File: src/rtl/vram_pkg.sv
// Shared types and constants for the VRAM arbiter and its helpers.
package vram_pkg;

  localparam int unsigned VID_AW  = 13;
  localparam int unsigned DATA_W  = 8;

  typedef enum logic [1:0] {
    IDLE   = 2'd0,
    ACCESS = 2'd1,
    DONE   = 2'd2
  } arb_state_t;

  typedef enum logic {
    OWN_VID = 1'b0,
    OWN_CPU = 1'b1
  } owner_t;

endpackage

File: src/rtl/vram_arbiter_if.sv
// Video, CPU and RAM-macro signals around the VRAM arbiter.
interface vram_arbiter_if
  import vram_pkg::*;
#(
  parameter int unsigned ADDR_W = 14
);

  logic              vid_req;
  logic [VID_AW-1:0] vid_addr;
  logic              vid_ack;
  logic [DATA_W-1:0] vid_data;

  logic              cpu_req;
  logic              cpu_we;
  logic [ADDR_W-1:0] cpu_addr;
  logic [DATA_W-1:0] cpu_wdata;
  logic [DATA_W-1:0] cpu_rdata;
  logic              cpu_ack;
  logic              cpu_wait;

  logic [ADDR_W-1:0] ram_addr;
  logic              ram_we;
  logic [DATA_W-1:0] ram_wdata;
  logic [DATA_W-1:0] ram_rdata;

  // Arbiter side
  modport slave (
    input  vid_req, vid_addr, cpu_req, cpu_we, cpu_addr, cpu_wdata, ram_rdata,
    output vid_ack, vid_data, cpu_rdata, cpu_ack, cpu_wait, ram_addr, ram_we, ram_wdata
  );

  // Requester / RAM side
  modport master (
    output vid_req, vid_addr, cpu_req, cpu_we, cpu_addr, cpu_wdata, ram_rdata,
    input  vid_ack, vid_data, cpu_rdata, cpu_ack, cpu_wait, ram_addr, ram_we, ram_wdata
  );

endinterface

File: src/rtl/vram_starve_guard.sv
// Counts consecutive grants to the high-priority requester while the low-priority one waits,
// and forces the low-priority requester in once the limit is reached.
module vram_starve_guard #(
  parameter int unsigned STARVE_MAX = 4
) (
  input  logic clk,
  input  logic rst_n,
  input  logic idle_i,
  input  logic vid_grant_i,
  input  logic cpu_grant_i,
  input  logic cpu_req_i,
  output logic force_cpu_c
);

  localparam int unsigned CW = $clog2(STARVE_MAX + 1);
  localparam logic [CW-1:0] CNT_MAX = CW'(STARVE_MAX);

  logic [CW-1:0] cnt_q, cnt_d;

  // A waiting-free idle cycle or a CPU grant ends the starvation run
  always_comb begin
    cnt_d = cnt_q;
    if (cpu_grant_i || (idle_i && !cpu_req_i)) begin
      cnt_d = '0;
    end else if (vid_grant_i && cpu_req_i && (cnt_q != CNT_MAX)) begin
      cnt_d = cnt_q + CW'(1);
    end
  end

  assign force_cpu_c = (cnt_q == CNT_MAX);

  always_ff @(posedge clk or negedge rst_n) begin
    if (!rst_n) begin
      cnt_q <= '0;
    end else begin
      cnt_q <= cnt_d;
    end
  end

endmodule

File: src/rtl/vram_arbiter.sv
// Serialises video fetch and CPU accesses onto the single-port VRAM; video has priority,
// with a starvation guard that periodically lets a waiting CPU in.
module vram_arbiter
  import vram_pkg::*;
#(
  parameter int unsigned ADDR_W     = 14,
  parameter int unsigned ACCESS_CYC = 2,
  parameter int unsigned STARVE_MAX = 4
) (
  input  logic          clk_vram,
  input  logic          nreset,
  vram_arbiter_if.slave bus
);

  localparam int unsigned CNT_W = (ACCESS_CYC > 1) ? $clog2(ACCESS_CYC) : 1;

  arb_state_t        state_q,     state_d;
  owner_t            owner_q,     owner_d;
  logic [CNT_W-1:0]  cnt_q,       cnt_d;
  logic [ADDR_W-1:0] ram_addr_q,  ram_addr_d;
  logic              ram_we_q,    ram_we_d;
  logic [DATA_W-1:0] ram_wdata_q, ram_wdata_d;
  logic [DATA_W-1:0] vid_data_q,  vid_data_d;
  logic [DATA_W-1:0] cpu_rdata_q, cpu_rdata_d;
  logic              vid_ack_q,   vid_ack_d;
  logic              cpu_ack_q,   cpu_ack_d;

  logic in_idle_c;
  logic grant_vid_c;
  logic grant_cpu_c;
  logic force_cpu_c;

  vram_starve_guard #(
    .STARVE_MAX (STARVE_MAX)
  ) u_starve_guard (
    .clk         (clk_vram),
    .rst_n       (nreset),
    .idle_i      (in_idle_c),
    .vid_grant_i (grant_vid_c),
    .cpu_grant_i (grant_cpu_c),
    .cpu_req_i   (bus.cpu_req),
    .force_cpu_c (force_cpu_c)
  );

  // Grant decode: video wins ties unless the CPU has been starved
  always_comb begin
    in_idle_c   = (state_q == IDLE);
    grant_vid_c = 1'b0;
    grant_cpu_c = 1'b0;
    if (in_idle_c) begin
      if (bus.cpu_req && (!bus.vid_req || force_cpu_c)) begin
        grant_cpu_c = 1'b1;
      end else if (bus.vid_req) begin
        grant_vid_c = 1'b1;
      end
    end
  end

  always_comb begin
    state_d     = state_q;
    owner_d     = owner_q;
    cnt_d       = cnt_q;
    ram_addr_d  = ram_addr_q;
    ram_we_d    = ram_we_q;
    ram_wdata_d = ram_wdata_q;
    vid_data_d  = vid_data_q;
    cpu_rdata_d = cpu_rdata_q;
    vid_ack_d   = 1'b0;
    cpu_ack_d   = 1'b0;

    unique case (state_q)
      IDLE: begin
        if (grant_cpu_c) begin
          owner_d     = OWN_CPU;
          ram_addr_d  = bus.cpu_addr;
          ram_we_d    = bus.cpu_we;
          ram_wdata_d = bus.cpu_wdata;
          cnt_d       = CNT_W'(ACCESS_CYC - 1);
          state_d     = ACCESS;
        end else if (grant_vid_c) begin
          owner_d     = OWN_VID;
          ram_addr_d  = ADDR_W'(bus.vid_addr);
          ram_we_d    = 1'b0;
          cnt_d       = CNT_W'(ACCESS_CYC - 1);
          state_d     = ACCESS;
        end
      end

      ACCESS: begin
        if (cnt_q == '0) begin
          ram_we_d = 1'b0;
          state_d  = DONE;
          if (owner_q == OWN_VID) begin
            vid_data_d = bus.ram_rdata;
            vid_ack_d  = 1'b1;
          end else begin
            // Writes leave the CPU's read-back register untouched
            if (!ram_we_q) begin
              cpu_rdata_d = bus.ram_rdata;
            end
            cpu_ack_d = 1'b1;
          end
        end else begin
          cnt_d = cnt_q - CNT_W'(1);
        end
      end

      DONE: begin
        state_d = IDLE;
      end

      default: begin
        state_d = IDLE;
      end
    endcase
  end

  always_ff @(posedge clk_vram or negedge nreset) begin
    if (!nreset) begin
      state_q     <= IDLE;
      owner_q     <= OWN_VID;
      cnt_q       <= '0;
      ram_addr_q  <= '0;
      ram_we_q    <= 1'b0;
      ram_wdata_q <= '0;
      vid_data_q  <= '0;
      cpu_rdata_q <= '0;
      vid_ack_q   <= 1'b0;
      cpu_ack_q   <= 1'b0;
    end else begin
      state_q     <= state_d;
      owner_q     <= owner_d;
      cnt_q       <= cnt_d;
      ram_addr_q  <= ram_addr_d;
      ram_we_q    <= ram_we_d;
      ram_wdata_q <= ram_wdata_d;
      vid_data_q  <= vid_data_d;
      cpu_rdata_q <= cpu_rdata_d;
      vid_ack_q   <= vid_ack_d;
      cpu_ack_q   <= cpu_ack_d;
    end
  end

  assign bus.ram_addr  = ram_addr_q;
  assign bus.ram_we    = ram_we_q;
  assign bus.ram_wdata = ram_wdata_q;
  assign bus.vid_data  = vid_data_q;
  assign bus.vid_ack   = vid_ack_q;
  assign bus.cpu_rdata = cpu_rdata_q;
  assign bus.cpu_ack   = cpu_ack_q;
  assign bus.cpu_wait  = bus.cpu_req & ~cpu_ack_q;

endmodule

File: src/flat_wrapper.sv
// flat-port wrapper written by rule: the top's interface ports become plain ports
module vram_arbiter_flat import vram_pkg::*;
#(
  parameter int unsigned ADDR_W     = 14,
  parameter int unsigned ACCESS_CYC = 2,
  parameter int unsigned STARVE_MAX = 4
)
  (clk_vram, nreset, bus_vid_req, bus_vid_addr, bus_cpu_req, bus_cpu_we, bus_cpu_addr, bus_cpu_wdata, bus_ram_rdata, bus_vid_ack, bus_vid_data, bus_cpu_rdata, bus_cpu_ack, bus_cpu_wait, bus_ram_addr, bus_ram_we, bus_ram_wdata);
  vram_arbiter_if #(.ADDR_W(ADDR_W)) bus_i ();
  input  logic clk_vram;
  input  logic nreset;
  input wire logic [$bits(bus_i.vid_req)-1:0] bus_vid_req;
  input wire logic [$bits(bus_i.vid_addr)-1:0] bus_vid_addr;
  input wire logic [$bits(bus_i.cpu_req)-1:0] bus_cpu_req;
  input wire logic [$bits(bus_i.cpu_we)-1:0] bus_cpu_we;
  input wire logic [$bits(bus_i.cpu_addr)-1:0] bus_cpu_addr;
  input wire logic [$bits(bus_i.cpu_wdata)-1:0] bus_cpu_wdata;
  input wire logic [$bits(bus_i.ram_rdata)-1:0] bus_ram_rdata;
  output wire logic [$bits(bus_i.vid_ack)-1:0] bus_vid_ack;
  output wire logic [$bits(bus_i.vid_data)-1:0] bus_vid_data;
  output wire logic [$bits(bus_i.cpu_rdata)-1:0] bus_cpu_rdata;
  output wire logic [$bits(bus_i.cpu_ack)-1:0] bus_cpu_ack;
  output wire logic [$bits(bus_i.cpu_wait)-1:0] bus_cpu_wait;
  output wire logic [$bits(bus_i.ram_addr)-1:0] bus_ram_addr;
  output wire logic [$bits(bus_i.ram_we)-1:0] bus_ram_we;
  output wire logic [$bits(bus_i.ram_wdata)-1:0] bus_ram_wdata;
  assign bus_i.vid_req = bus_vid_req;
  assign bus_i.vid_addr = bus_vid_addr;
  assign bus_i.cpu_req = bus_cpu_req;
  assign bus_i.cpu_we = bus_cpu_we;
  assign bus_i.cpu_addr = bus_cpu_addr;
  assign bus_i.cpu_wdata = bus_cpu_wdata;
  assign bus_i.ram_rdata = bus_ram_rdata;
  assign bus_vid_ack = bus_i.vid_ack;
  assign bus_vid_data = bus_i.vid_data;
  assign bus_cpu_rdata = bus_i.cpu_rdata;
  assign bus_cpu_ack = bus_i.cpu_ack;
  assign bus_cpu_wait = bus_i.cpu_wait;
  assign bus_ram_addr = bus_i.ram_addr;
  assign bus_ram_we = bus_i.ram_we;
  assign bus_ram_wdata = bus_i.ram_wdata;
  vram_arbiter #(.ADDR_W(ADDR_W), .ACCESS_CYC(ACCESS_CYC), .STARVE_MAX(STARVE_MAX)) u_core (.clk_vram(clk_vram), .nreset(nreset), .bus(bus_i));
endmodule
File: config.mk
export PLATFORM = sky130hd
export DESIGN_NAME = vram_arbiter_flat
export DESIGN_NICKNAME = d
export VERILOG_FILES = /design/src/rtl/vram_pkg.sv /design/src/rtl/vram_arbiter_if.sv /design/src/rtl/vram_starve_guard.sv /design/src/rtl/vram_arbiter.sv /design/src/flat_wrapper.sv
export SDC_FILE = /design/constraint.sdc
export NUM_CORES = 1
export LEC_CHECK = 0
export CORE_MARGIN = 1.5
export CORE_UTILIZATION = 30
export DETAILED_ROUTE_END_ITERATION = 7
export PLACE_DENSITY = 0.66
export SLEW_MARGIN = 20
export SYNTH_ARGS = -nofsm -noshare
export SYNTH_HDL_FRONTEND = slang
export SYNTH_SLANG_ARGS = --single-unit
File: constraint.sdc
create_clock -name clk_vram -period 2 [get_ports clk_vram]
set_input_delay 0.3 -clock clk_vram [delete_from_list [all_inputs] [get_ports clk_vram]]
set_output_delay 0.3 -clock clk_vram [all_outputs]
set_load 0.005 [all_outputs]
==> After elaboration in Yosys (flattened, before gate mapping) <==
Cells that the tools add are included.
{ "word_totals": {"input_bits": 48, "output_inout_bits": 42, "elab_cells": 70, "ff_bits": 48} }
{ "op_classes": {"mux": 28, "addsub": 2, "bitwise": 5, "n_reduce_logical": 19, "n_eq_ne": 5} }
{ "op_table": {"columns": ["operator", "n"], "rows": [
  ["2-to-1 mux 14 bit", 2],
  ["2-to-1 mux 1 bit", 18],
  ["AND reduction 2 bit", 4],
  ["2-to-1 mux 2 bit", 3],
  ["2-to-1 mux 3 bit", 2],
  ["AND reduction 3 bit", 2],
  ["nonzero test 2 bit", 3],
  ["logical AND 1 bit", 4],
  ["NOT 1 bit", 4],
  ["case mux 1 bit (2 select lines)", 2],
  ["case mux 2 bit (2 select lines)", 1],
  ["AND reduction 4 bit", 1],
  ["adder 3 x 1 -> 3 bit (second input constant)", 1],
  ["== test 3 bit (second input constant)", 1],
  ["inequality test 3 x 1 -> 1 bit (second input constant)", 1],
  ["inequality test 3 bit (second input constant)", 1],
  ["== test 2 x 1 -> 1 bit (second input constant)", 1],
  ["zero test 1 bit", 2],
  ["zero test 2 bit", 1],
  ["logical OR 1 bit", 2],
  ["inequality test 2 bit (second input constant)", 1],
  ["AND 1 bit", 1],
  ["subtractor 1 bit (second input constant)", 1]
]} }

==> Longest topological paths before layout <==
Gate-level depths: netlist of the first run.
{ "depth": {"ltp_word": 9, "depth_mapped": 6, "mapped_depth_nobuf": 5} }

==> Hierarchy <==
A second synthesis of the first run with hierarchy kept.
{ "hier_totals": {"cells_unflattened": 143, "hier_area_um2": 2177.1} }
{ "modules_own_cells": {"columns": ["module", "instances", "area_per_inst_um2", "seq_area_each_um2", "cells_each"], "rows": [
  ["vram_arbiter", 1, 1986.9, 1126.1, 123],
  ["vram_starve_guard", 1, 190.2, 75.1, 20]
]} }

==> Worst setup path after synthesis of the first run <==
No wires, ideal clock.
{ "synth_path": {"path_type": "reg-to-reg", "start": "reg u_core.u_starve_guard.cnt_q[0]", "end": "reg u_core.ram_addr_q[10], in the netlist u_core.bus.ram_addr[10]", "period_less_slack_ns": 1.623, "arrival_time_ns": 1.497, "path_slack_ns": 0.377, "path_stages_with_launch": 7, "n_path_buf": 1, "t_required_ns": 1.874, "setup_time_ns": 0.126, "cell_sequence": "dfrtp_1 -> inv_1 -> ha_1 -> a21boi_2 -> clkbuf_1 -> and4b_1 -> a221o_1"} }
{ "synth_via": {"elab_chain_cells": 7, "word_cells_on_any_way": 10, "cone_classes": "eq/ne: 1; mux: 5; reduce/logical: 4"} }
{ "synth_rtl": {"columns": ["element", "line_no", "source"], "rows": [
  ["start, declared", "vram_starve_guard.sv:18", "logic [CW-1:0] cnt_q, cnt_d;"],
  ["start signal, assigned", "vram_starve_guard.sv:36", "cnt_q <= cnt_d;"],
  ["== test 3 bit *", "vram_starve_guard.sv:30", "assign force_cpu_c = (cnt_q == CNT_MAX);"],
  ["logical OR 1 bit *", "vram_arbiter.sv:51", "if (bus.cpu_req && (!bus.vid_req || force_cpu_c)) begin"],
  ["logical AND 1 bit *", "vram_arbiter.sv:51", null],
  ["2-to-1 mux 1 bit", "vram_arbiter.sv:51", null],
  ["2-to-1 mux 1 bit", "vram_arbiter.sv:50", "if (in_idle_c) begin"],
  ["nonzero test 2 bit (no source line)", null, null],
  ["AND reduction 2 bit (no source line)", null, null],
  ["end signal, assigned", "vram_arbiter.sv:134", "ram_addr_q <= ram_addr_d;"],
  ["end, declared", "vram_arbiter.sv:20", "logic [ADDR_W-1:0] ram_addr_q, ram_addr_d;"]
]} }
Every way passes the cells marked *; elsewhere a longest branch is shown, timed or not.
A chain may end at the register's enable or synchronous reset.

==> Worst setup path after layout of the first run <==
{ "layout_path": {"start": "in bus_cpu_req", "end": "out bus_cpu_wait"} }
{ "layout_via": {"elab_chain_cells": 1} }
{ "layout_rtl": {"columns": ["element", "line_no", "source"], "rows": [
  ["start, declared", "flat_wrapper.sv:14", "input wire logic [$bits(bus_i.cpu_req)-1:0] bus_cpu_req;"],
  ["AND 1 bit", "vram_arbiter.sv:151", "assign bus.cpu_wait = bus.cpu_req & ~cpu_ack_q;"],
  ["end, declared", "flat_wrapper.sv:23", "output wire logic [$bits(bus_i.cpu_wait)-1:0] bus_cpu_wait;"]
]} }
Every way passes these cells.

==> results.txt, run 1 <==
Cts hold-fix bufs: 0
Initial core utilization: 0.311
Seq/Total Area, Yosys: 0.569
Critical path type: in -> out
CP top delay family: buffers and inverters
Worst slew margin: 0.597
Ys async rst share: 1.00
Ys Warns: 0
Largest cells by area after synthesis: dfrtp_1, mux2_2, a221o_1, and4b_1, and3_1
Post-Syn Area: 2110 um2
Post-detailed-routing wire length: 5090 um
XOR/XNOR Fraction of Synth Area: 0
Max-Cap Viols: 0
Drt first pass iters: 4
Worst setup EP type: primary output
Total clock sinks: 48
Area delta synth->final: 55.1%
Area share of fa/ha/maj cells after synthesis: 0.0119
Placeable Area: 6790 um2
GP Congestion: 0.732
Largest net degree at the start of global routing: 49
EDFF count, synth: 0
Slowest CP cell: clkdlybuf4s50_1
Compound-Gate Fraction of Synth Area: 0.0960
DRC: 0
Post-DP HPWL: 3570 um
Register bit total from synthesis: 48
R2R Setup Slk: 280 ps
Syn_area_per_cell: 13.5 um2
Vias in the first global route: 1622
Final setup margin: 73.0 ps
Worst setup path startpoint: bus_cpu_req
Cell count after synthesis: 156
Net Count, Synth: 206
Most numerous cell in the Yosys netlist: dfrtp_1
Final clock skew: 8.08 ps
GRT Overall Usage: 0.136
First-pass GRT wire length: 7890 um
Final Util: 0.482
Setup TNS Final: 0 ps
Top-level I/O count: 90
Layout fillers: 631
Tcrit/Tclk final: 0.964
Largest family of logic cells by synthesized area: simple AND/OR/NAND/NOR gates
Final setup violation count: 0
Synth Flop Type: dfrtp_1
Gr ovfl total: 0
Via density: 4.66
Tightest Hold Check Type: in -> async
Initial antenna violation count: 0
Post-Synth Simple-Gate Area: 0.165
Multiplexer share of the synthesized area: 0.128
Critical Path End: bus_cpu_wait
Biggest area consumer among synthesized cells: dfrtp_1
Critical Path, Cell by Cell: clkdlybuf4s50_1, buf_12, nor2b_1, clkdlybuf4s50_1
H-tree depth: 2
Synth unique cells: 29
Layout cell share with drive strength beyond 1: 0.194
DR vias: 1626
Max VDD drop: 0.536 mV
CP most frequent cell: clkdlybuf4s50_1
Die Y: 86.9 um
Minimum clock period: 1930 ps
DIE WIDTH: 86.9 um
Final Max Tran Viols: 0
Status: finished clean
Reg clk slew, reported paths: 90 ps
Root Driver: clkbuf_8
R2R cell count: 5
Fmax: 519 MHz
Worst r2r dst: u_core.bus.ram_wdata[7]
PortBufs: 89
RSZ-0062 raised after global routing: false
Critical path peak fanout: 21
Synth top cells by count: dfrtp_1, mux2_2, a221o_1, and3_1, and4b_1
Crit. path cell count: 4
PostCTS Resize Cnt: 0
WL/cell: 14.6 um
Postcts setup bufs: 0
Hold Fails Final Rpt: 0
Reg-to-Reg Start: u_core.u_starve_guard.cnt_q[0]
Buf+Inv Stages, Crit Path: 3
Row cnt: 30
Tightest Pin Transition: 604 ps
Die area: 7550 um2
Worst setup SP type: primary input
Crit path DAT: 1630 ps
Antenna-violating nets left: 0
Antenna cells: 0
Pleak: 1.44 nW
Maximum root-to-sink buffer count: 2
Share of the synthesized area in the top cell type: 0.569
Dpl ws: -8.39 ps
Critical path's largest stage delay: 520 ps
TritonCTS clock tree: built
TritonCTS Buffers: 5
Final Net Count: 304
PwrDens: 1370 nW/um2
Skew-Pair Late Insertion Delay: 300 ps
1st-iter DRT viols: 43
WP data required: 1700 ps
[how the worst min path moves through the flow]
stage / from / to / slack, ps
3_3_place_gp: nreset / u_core.bus.vid_ack / 440
3_5_place_dp: nreset / u_core.bus.ram_addr[9] / 440
2_1_floorplan: nreset / u_core.bus.cpu_ack / 4
4_1_cts: nreset / u_core.bus.ram_addr[9] / 110
5_1_grt: nreset / u_core.bus.vid_ack / 160
6_report: nreset / u_core.bus.vid_data[5] / 90
[cells by family (layout without fill, tap and decap cells)]
logic type,Yosys count,after routing
simple gates,45,45
mux,24,24
buf+inv,14,111
flops,48,48
fa+ha+maj,2,2
compound gates,23,23
[routing by layer]
metal | up-vias | track usage | wire length, um
li1 | 785 | - | -
met4 | 0 | 0.0528 | 70
met3 | 5 | 0.0351 | 346
met5 | - | 0 | 0
met2 | 55 | 0.217 | 2420
met1 | 781 | 0.177 | 2260
[area by class of cell]
class                   instances  area, um2  share of cell area
flip-flops and latches         48       1200               0.367
repair buffers                102        996               0.304
clock inverters                 1       30.0             0.00917
well taps                      96        120              0.0367
inverters                       3       11.3             0.00344
clock buffers                   5       68.8              0.0210
multi-input cells              94        847               0.259
[metrics by stage]
stage          area (um2)  hold WS (ps)  instances  power (W)
2_1_floorplan        2110          4.41        156    0.00267
3_3_place_gp         3180           438        343    0.00382
3_5_place_dp         3180           443        343    0.00386
4_1_cts              3270           112        349    0.00455
5_1_grt              3270           156        349    0.00480
6_report             3270          89.7        349    0.00449
[layout by cell type (no fill, tap or decap)]
cell type,instances
clkdlybuf4s50_1,88
dfrtp_1,48
mux2_2,24
and3_1,13
and4b_1,13
a221o_1,13
buf_4,12
clkbuf_8,5
nand2_1,4
o21ai_0,4
inv_1,3
nor2b_1,2
nor2_1,2
a22o_1,2
nand4_1,2
ha_1,2
nand2b_4,1
nor3_2,1
and2_1,1
a21boi_2,1
and3b_1,1
or2_2,1
nand3b_1,1
nor4b_4,1
nor4b_1,1
o211ai_1,1
a21o_1,1
nor3_1,1
a211o_1,1
bufinv_16,1
buf_2,1
buf_12,1
[flip-flops by register name, indices dropped and copies added, names as in the netlist]
signal                       cells
u_core.bus.vid_ack               1
u_core.bus.ram_addr             14
u_core.bus.vid_data              8
u_core.cnt_q                     1
u_core.bus.ram_wdata             8
u_core.bus.ram_we                1
u_core.owner_q                   1
u_core.u_starve_guard.cnt_q      3
u_core.bus.cpu_ack               1
u_core.bus.cpu_rdata             8
u_core.state_q                   2
[worst register-to-register path, delay by kind of cell, from the launching register on]
kind,cells,cell delay [ps]
and+or+nand+nor,1,510
adders and majority gates,1,180
DFF,1,390
AOI/OAI and AO/OA,1,60
buffers and inverters,1,90
muxes,1,390
[where the power goes]
| group | switching [W] | internal [W] | total (W) |
|---|---|---|---|
| clock | 0.000312 | 0.000359 | 0.000671 |
| sequential | 0.000280 | 0.00144 | 0.00172 |
| combinational | 0.000708 | 0.00139 | 0.00210 |
| total | 0.00130 | 0.00319 | 0.00449 |
Note: power is estimated with default switching activity, not from simulation.
==> run 2: changes to the inputs <==
- SYNTH_HIERARCHICAL: default -> 1
==> run 2 against run 1 <==
Effect of this change:
- maximum frequency up 6.7%
- global-route usage is 1.6 points lower
- die area grew 3.0%
- core utilization rose by 0.26 points
- synthesized area increased by 3.1%
- hold slack better by 360 ps
- clock power rose by 26%
- sequential power about the same
- critical path type unchanged
- largest power group unchanged
- highest routed layer unchanged
==> results.txt, run 2 <==
DIE WIDTH: 88.2 um (was 86.9 um)
Top routing layer used: met4 (unchanged)
Cell count after synthesis: 143 (was 156)
Critical path type: in -> out (unchanged)
Post-DP HPWL: 3290 um (was 3570 um)
Top-level I/O count: 90 (unchanged)
Final clock skew: 8.49 ps (was 8.08 ps)
Placeable Area: 6910 um2 (was 6790 um2)
GP Congestion: 0.735 (was 0.732)
PostCTS Resize Cnt: 0 (unchanged)
Post-detailed-routing wire length: 4520 um (was 5090 um)
Crit path DAT: 1510 ps (was 1630 ps)
Tightest Hold Check Type: in -> async (unchanged)
Most numerous cell in the Yosys netlist: dfrtp_1 (unchanged)
Layout cell share with drive strength beyond 1: 0.309 (was 0.194)
Final setup margin: 194 ps (was 73.0 ps)
Die area: 7780 um2 (was 7550 um2)
Register bit total from synthesis: 48 (unchanged)
Row cnt: 30 (unchanged)
Antenna-violating nets left: 0 (unchanged)
Vias in the first global route: 1460 (was 1622)
TritonCTS clock tree: built (unchanged)
Post-Syn Area: 2180 um2 (was 2110 um2)
Max VDD drop: 0.477 mV (was 0.536 mV)
R2R cell count: 7 (was 5)
Total clock sinks: 48 (unchanged)
Total Power: 0.00480 W (was 0.00449 W)
Final Max Tran Viols: 0 (unchanged)
Initial core utilization: 0.315 (was 0.311)
Initial antenna violation count: 0 (unchanged)
Reg clk slew, reported paths: 90 ps (about the same)
Minimum clock period: 1810 ps (was 1930 ps)
Drt first pass iters: 4 (unchanged)
Postcts setup bufs: 0 (unchanged)
Max reg flops: 14 (unchanged)
DRT met1 WL: 2040 um (was 2260 um)
WP data required: 1700 ps (about the same)
Seq/Total Area, Yosys: 0.552 (was 0.569)
Routed wl met2: 2110 um (was 2420 um)
Hold Fails Final Rpt: 0 (unchanged)
Dpl cells: 330 (was 343)
PortBufs: 89 (unchanged)
Worst setup EP type: primary output (unchanged)
Largest cells by area after synthesis: dfrtp_1, mux2_2, mux2_4, nor3b_4, buf_6 (was dfrtp_1, mux2_2, a221o_1, and4b_1, and3_1)
Die Y: 88.2 um (was 86.9 um)
Wire length on met3: 315 um (was 346 um)
EDFF count, synth: 0 (unchanged)
Worst r2r dst: u_core/u_starve_guard/cnt_q[1] (was u_core.bus.ram_wdata[7])
Maximum root-to-sink buffer count: 2 (unchanged)
Fmax: 554 MHz (was 519 MHz)
Antenna cells: 0 (unchanged)
Via density: 4.34 (was 4.66)
DRC: 0 (unchanged)
Net Count, Synth: 193 (was 206)
Critical path peak fanout: 5 (was 21)
Pleak: 1.44 nW (about the same)
Biggest area consumer among synthesized cells: dfrtp_1 (unchanged)
Non-filler cells, final: 339 (was 349)
Tightest Pin Transition: 390 ps (was 604 ps)
Status: finished clean (unchanged)
Ys Warns: 6 (was 0)
Synth top cells by count: dfrtp_1, mux2_2, mux2_4 (was dfrtp_1, mux2_2, a221o_1, and3_1, and4b_1)
1st-iter DRT viols: 34 (was 43)
Gr ovfl total: 0 (unchanged)
Area delta synth->final: 53.7% (was 55.1%)
Leading cell types in the layout, fill and taps excluded: clkdlybuf4s50_1, dfrtp_1, mux2_2, mux2_4, inv_1 (was clkdlybuf4s50_1, dfrtp_1, mux2_2)
Reg-to-Reg Start: u_core/u_starve_guard/cnt_q[0] (was u_core.u_starve_guard.cnt_q[0])
R2R Setup Slk: 230 ps (was 280 ps)
TritonCTS Buffers: 5 (unchanged)
Dpl ws: -41.8 ps (was -8.39 ps)
Worst setup SP type: primary input (unchanged)
Largest net degree at the start of global routing: 35 (was 49)
DR vias: 1471 (was 1626)
Max-Cap Viols: 0 (unchanged)
Final setup violation count: 0 (unchanged)
WL/cell: 13.3 um (was 14.6 um)
Worst slew margin: 0.740 (was 0.597)
Most common cell after layout, fill and taps aside: clkdlybuf4s50_1 (unchanged)
Syn_area_per_cell: 15.2 um2 (was 13.5 um2)
Share of the synthesized area in the top cell type: 0.552 (was 0.569)
Final Net Count: 292 (was 304)
First-pass GRT wire length: 7170 um (was 7890 um)
Root Driver: clkbuf_8 (unchanged)
GRT Overall Usage: 0.121 (was 0.136)
H-tree depth: 2 (unchanged)
Tcrit/Tclk final: 0.903 (was 0.964)
Synth unique cells: 28 (was 29)
Cts hold-fix bufs: 1 (was 0)
PwrDens: 1430 nW/um2 (was 1370 nW/um2)
Skew-Pair Late Insertion Delay: 300 ps (about the same)
RSZ-0062 raised after global routing: false (unchanged)
Ys async rst share: 1.00 (unchanged)
Synth Flop Type: dfrtp_1 (unchanged)
Setup TNS Final: 0 ps (unchanged)
[run 2: per-stage QoR]
| stage | hold WS (ps) | utilization | cell area, um2 |
|---|---|---|---|
| after CTS | 468 | 0.485 | 3350 |
| after global routing | 481 | 0.485 | 3350 |
| after global placement | 252 | 0.463 | 3200 |
| after floorplan | 4.41 | - | 2180 |
| after detailed placement | 246 | 0.463 | 3200 |
| final | 455 | 0.485 | 3350 |
[run 2: worst max-delay path by stage]
stage,startpoint,to,slack (ps)
2_1_floorplan,u_core/state_q[1],u_core/u_starve_guard/cnt_q[1],130
3_3_place_gp,bus_vid_req,u_core/bus.ram_addr[2],30
3_5_place_dp,bus_vid_req,u_core/u_starve_guard/cnt_q[1],-40
4_1_cts,bus_cpu_req,bus_cpu_wait,190
5_1_grt,u_core/u_starve_guard/cnt_q[0],u_core/u_starve_guard/cnt_q[0],50
6_report,bus_cpu_req,bus_cpu_wait,190
[run 2: area by class of cell]
cell class	instances	area (um2)
clock inverter	3	68.8
inverter	6	22.5
clock buffer	5	68.8
fill	648	3560
timing repair buffer	96	966
multi-input combinational	85	900
sequential	48	1200
tap	96	120
[run 2: routing by layer]
metal  global-route usage  up-vias
met5                    0        -
li1                     -      697
met2                0.187       54
met4               0.0341        0
met3               0.0386        7
met1                0.163      713
[run 2: kinds of logic after synthesis]
kind of cell,share of synthesized area
AOI/OAI and AO/OA,0.0276
adders and majority gates,0.0115
buffers and inverters,0.0351
DFF,0.552
muxes,0.293
and+or+nand+nor,0.0810
[run 2: power breakdown]
group	switching [W]	internal [W]	leakage [nW]	total [W]
Combinational	0.000637	0.00158	0.792	0.00221
Clock	0.000344	0.000503	0.0687	0.000848
Sequential	0.000291	0.00144	0.579	0.00174
Total	0.00127	0.00352	1.44	0.00480
[run 2: worst max-delay path, stage by stage]
cell	delay (ps)
clkdlybuf4s50_1	550
nor2b_1	150
clkdlybuf4s50_1	500
==> run 3: changes to the inputs <==
- clock period: 2 -> 2.3 ns (I/O delays scaled with it)
==> run 3 against run 2 <==
Effect of this change:
- the run now ends with negative hold slack left
- die area is the same
- routed wire length shrank 0.86%
- final area shrank 0.11%
==> results.txt, run 3 (synthesized netlist as in run 2, its figures left out) <==
Antenna-violating nets left: 0 (unchanged)
Critical Path, Cell by Cell: clkdlybuf4s50_1, nor2b_1, clkdlybuf4s50_1 (unchanged)
Leading cell types in the layout, fill and taps excluded: clkdlybuf4s50_1, dfrtp_1, mux2_2, mux2_4, inv_1 (unchanged)
Max VDD drop: 0.575 mV (was 0.477 mV)
Layout cell share with drive strength beyond 1: 0.304 (was 0.309)
Worst setup EP type: primary output (unchanged)
Area delta synth->final: 53.6% (was 53.7%)
Post-DP HPWL: 3290 um (about the same)
Fmax: 516 MHz
First-pass GRT wire length: 7400 um (was 7170 um)
Root Driver: clkbuf_8 (unchanged)
Gr ovfl total: 0 (unchanged)
TritonCTS Buffers: 5 (unchanged)
Sw frac: 0.255 (was 0.265)
Layout fillers: 642 (was 648)
Critical path's largest stage delay: 590 ps (was 550 ps)
Setup TNS Final: 0 ps (unchanged)
Post-detailed-routing wire length: 4480 um (was 4520 um)
Flop pwr share: 0.356 (was 0.362)
Tightest Pin Transition: 493 ps (was 390 ps)
Critical path type: in -> out (unchanged)
Top-level I/O count: 90 (unchanged)
Initial core utilization: 0.315 (unchanged)
PortBufs: 89 (unchanged)
Worst slew margin: 0.671 (was 0.740)
Slowest CP cell: clkdlybuf4s50_1 (unchanged)
Initial antenna violation count: 0 (unchanged)
Minimum clock period: 1940 ps
GRT Overall Usage: 0.123 (was 0.121)
Dpl ws: 241 ps (was -41.8 ps)
Total clock sinks: 48 (unchanged)
Row cnt: 30 (unchanged)
Vias in the first global route: 1562 (was 1460)
Via density: 4.35 (was 4.34)
PostCTS Resize Cnt: 0 (unchanged)
Cts hold-fix bufs: 0 (was 1)
WP data required: 1960 ps (was 1700 ps)
Drt first pass iters: 4 (unchanged)
DRC: 0 (unchanged)
TritonCTS clock tree: built (unchanged)
Final Max Tran Viols: 0 (unchanged)
1st-iter DRT viols: 29 (was 34)
Reg clk slew, reported paths: 90 ps (about the same)
Logic pwr share: 0.450 (was 0.461)
Crit path DAT: 1590 ps (was 1510 ps)
Die area: 7780 um2 (unchanged)
Die Y: 88.2 um (unchanged)
Placeable Area: 6910 um2 (unchanged)
Failing checks: negative hold slack
Max reg flops: 14 (unchanged)
Status: finished, violations left (was finished clean)
WL/cell: 13.3 um (about the same)
Final setup violation count: 0 (unchanged)
Critical path peak fanout: 7 (was 5)
Final clock skew: 6.72 ps (was 8.49 ps)
GP Congestion: 0.681 (was 0.735)
NetSw: 0.00108 W (was 0.00127 W)
Largest net degree at the start of global routing: 30 (was 35)
Skew-Pair Late Insertion Delay: 300 ps (about the same)
Most common cell after layout, fill and taps aside: clkdlybuf4s50_1 (unchanged)
Clock Power Share: 0.194 (was 0.177)
Hold Slack: -0.567 ps (was 455 ps)
Hold Fails Final Rpt: 2 (was 0)
Postcts setup bufs: 0 (unchanged)
Antenna cells: 0 (unchanged)
DR vias: 1463 (was 1471)
Worst setup SP type: primary input (unchanged)
Pleak: 1.44 nW (about the same)
Final setup margin: 363 ps (was 194 ps)
DIE WIDTH: 88.2 um (unchanged)
Maximum root-to-sink buffer count: 2 (unchanged)
PwrDens: 1270 nW/um2 (was 1430 nW/um2)
Max-Cap Viols: 0 (unchanged)
Tcrit/Tclk final: 0.842
RSZ-0062 raised after global routing: false (unchanged)
Final Net Count: 289 (was 292)
CP most frequent cell: clkdlybuf4s50_1 (unchanged)
Tightest Hold Check Type: in -> async (unchanged)
P_int: 0.00316 W (was 0.00352 W)
H-tree depth: 2 (unchanged)
run 3: final timing paths:
path	slack, ps	startpoint	cells after the start	endpoint
setup / recovery	360	bus_cpu_req	3	bus_cpu_wait
hold / removal	-0.6	nreset	1	u_core/bus.ram_addr[5]
setup reg to reg	410	u_core/u_starve_guard/cnt_q[0]	7	u_core/bus.ram_addr[2]
hold reg to reg	510	u_core/bus.ram_wdata[2]	1	u_core/bus.ram_wdata[2]
max in group asynchronous	1780	nreset	2	u_core/bus.ram_wdata[3]
min in group clk_vram	510	u_core/bus.ram_wdata[2]	1	u_core/bus.ram_wdata[2]
run 3: stage by stage:
step / cell area (um2) / utilization / instances / total power, W / hold WS, ps
after floorplan: 2180 / - / 143 / 0.00250 / 49.4
final: 3340 / 0.484 / 336 / 0.00425 / -0.567
after detailed placement: 3180 / 0.461 / 328 / 0.00347 / 346
after global routing: 3340 / 0.484 / 336 / 0.00455 / 30.8
after CTS: 3340 / 0.484 / 336 / 0.00433 / 9.53
after global placement: 3180 / 0.461 / 328 / 0.00343 / 345
run 3: cell type report:
type                            count  area [um2]  area share
Clock buffer                        5        68.8      0.0206
Inverter                            6        22.5     0.00674
Tap cell                           96         120      0.0359
Timing Repair Buffer               93         941       0.281
Clock inverter                      3        90.1      0.0269
Sequential cell                    48        1200       0.359
Multi-Input combinational cell     85         900       0.269
run 3: routing by layer:
metal	share of wire	GRT usage
met2	0.48	0.201
met3	0.076	0.0415
met4	0.0091	0.0341
met5	0	0
met1	0.43	0.156
run 3: critical path, delay by kind of cell:
kind | cells | cell delay (ps)
buffers and inverters | 2 | 1090
and+or+nand+nor | 1 | 160
run 3: power by group through the flow:
stage	Sequential, W	Combinational (W)	Clock (W)
after global placement	0.00152	0.00191	0
after global routing	0.00157	0.00209	0.000887
after floorplan	0.00154	0.000965	0
after detailed placement	0.00153	0.00194	0
final	0.00151	0.00191	0.000823
after CTS	0.00152	0.00195	0.000862
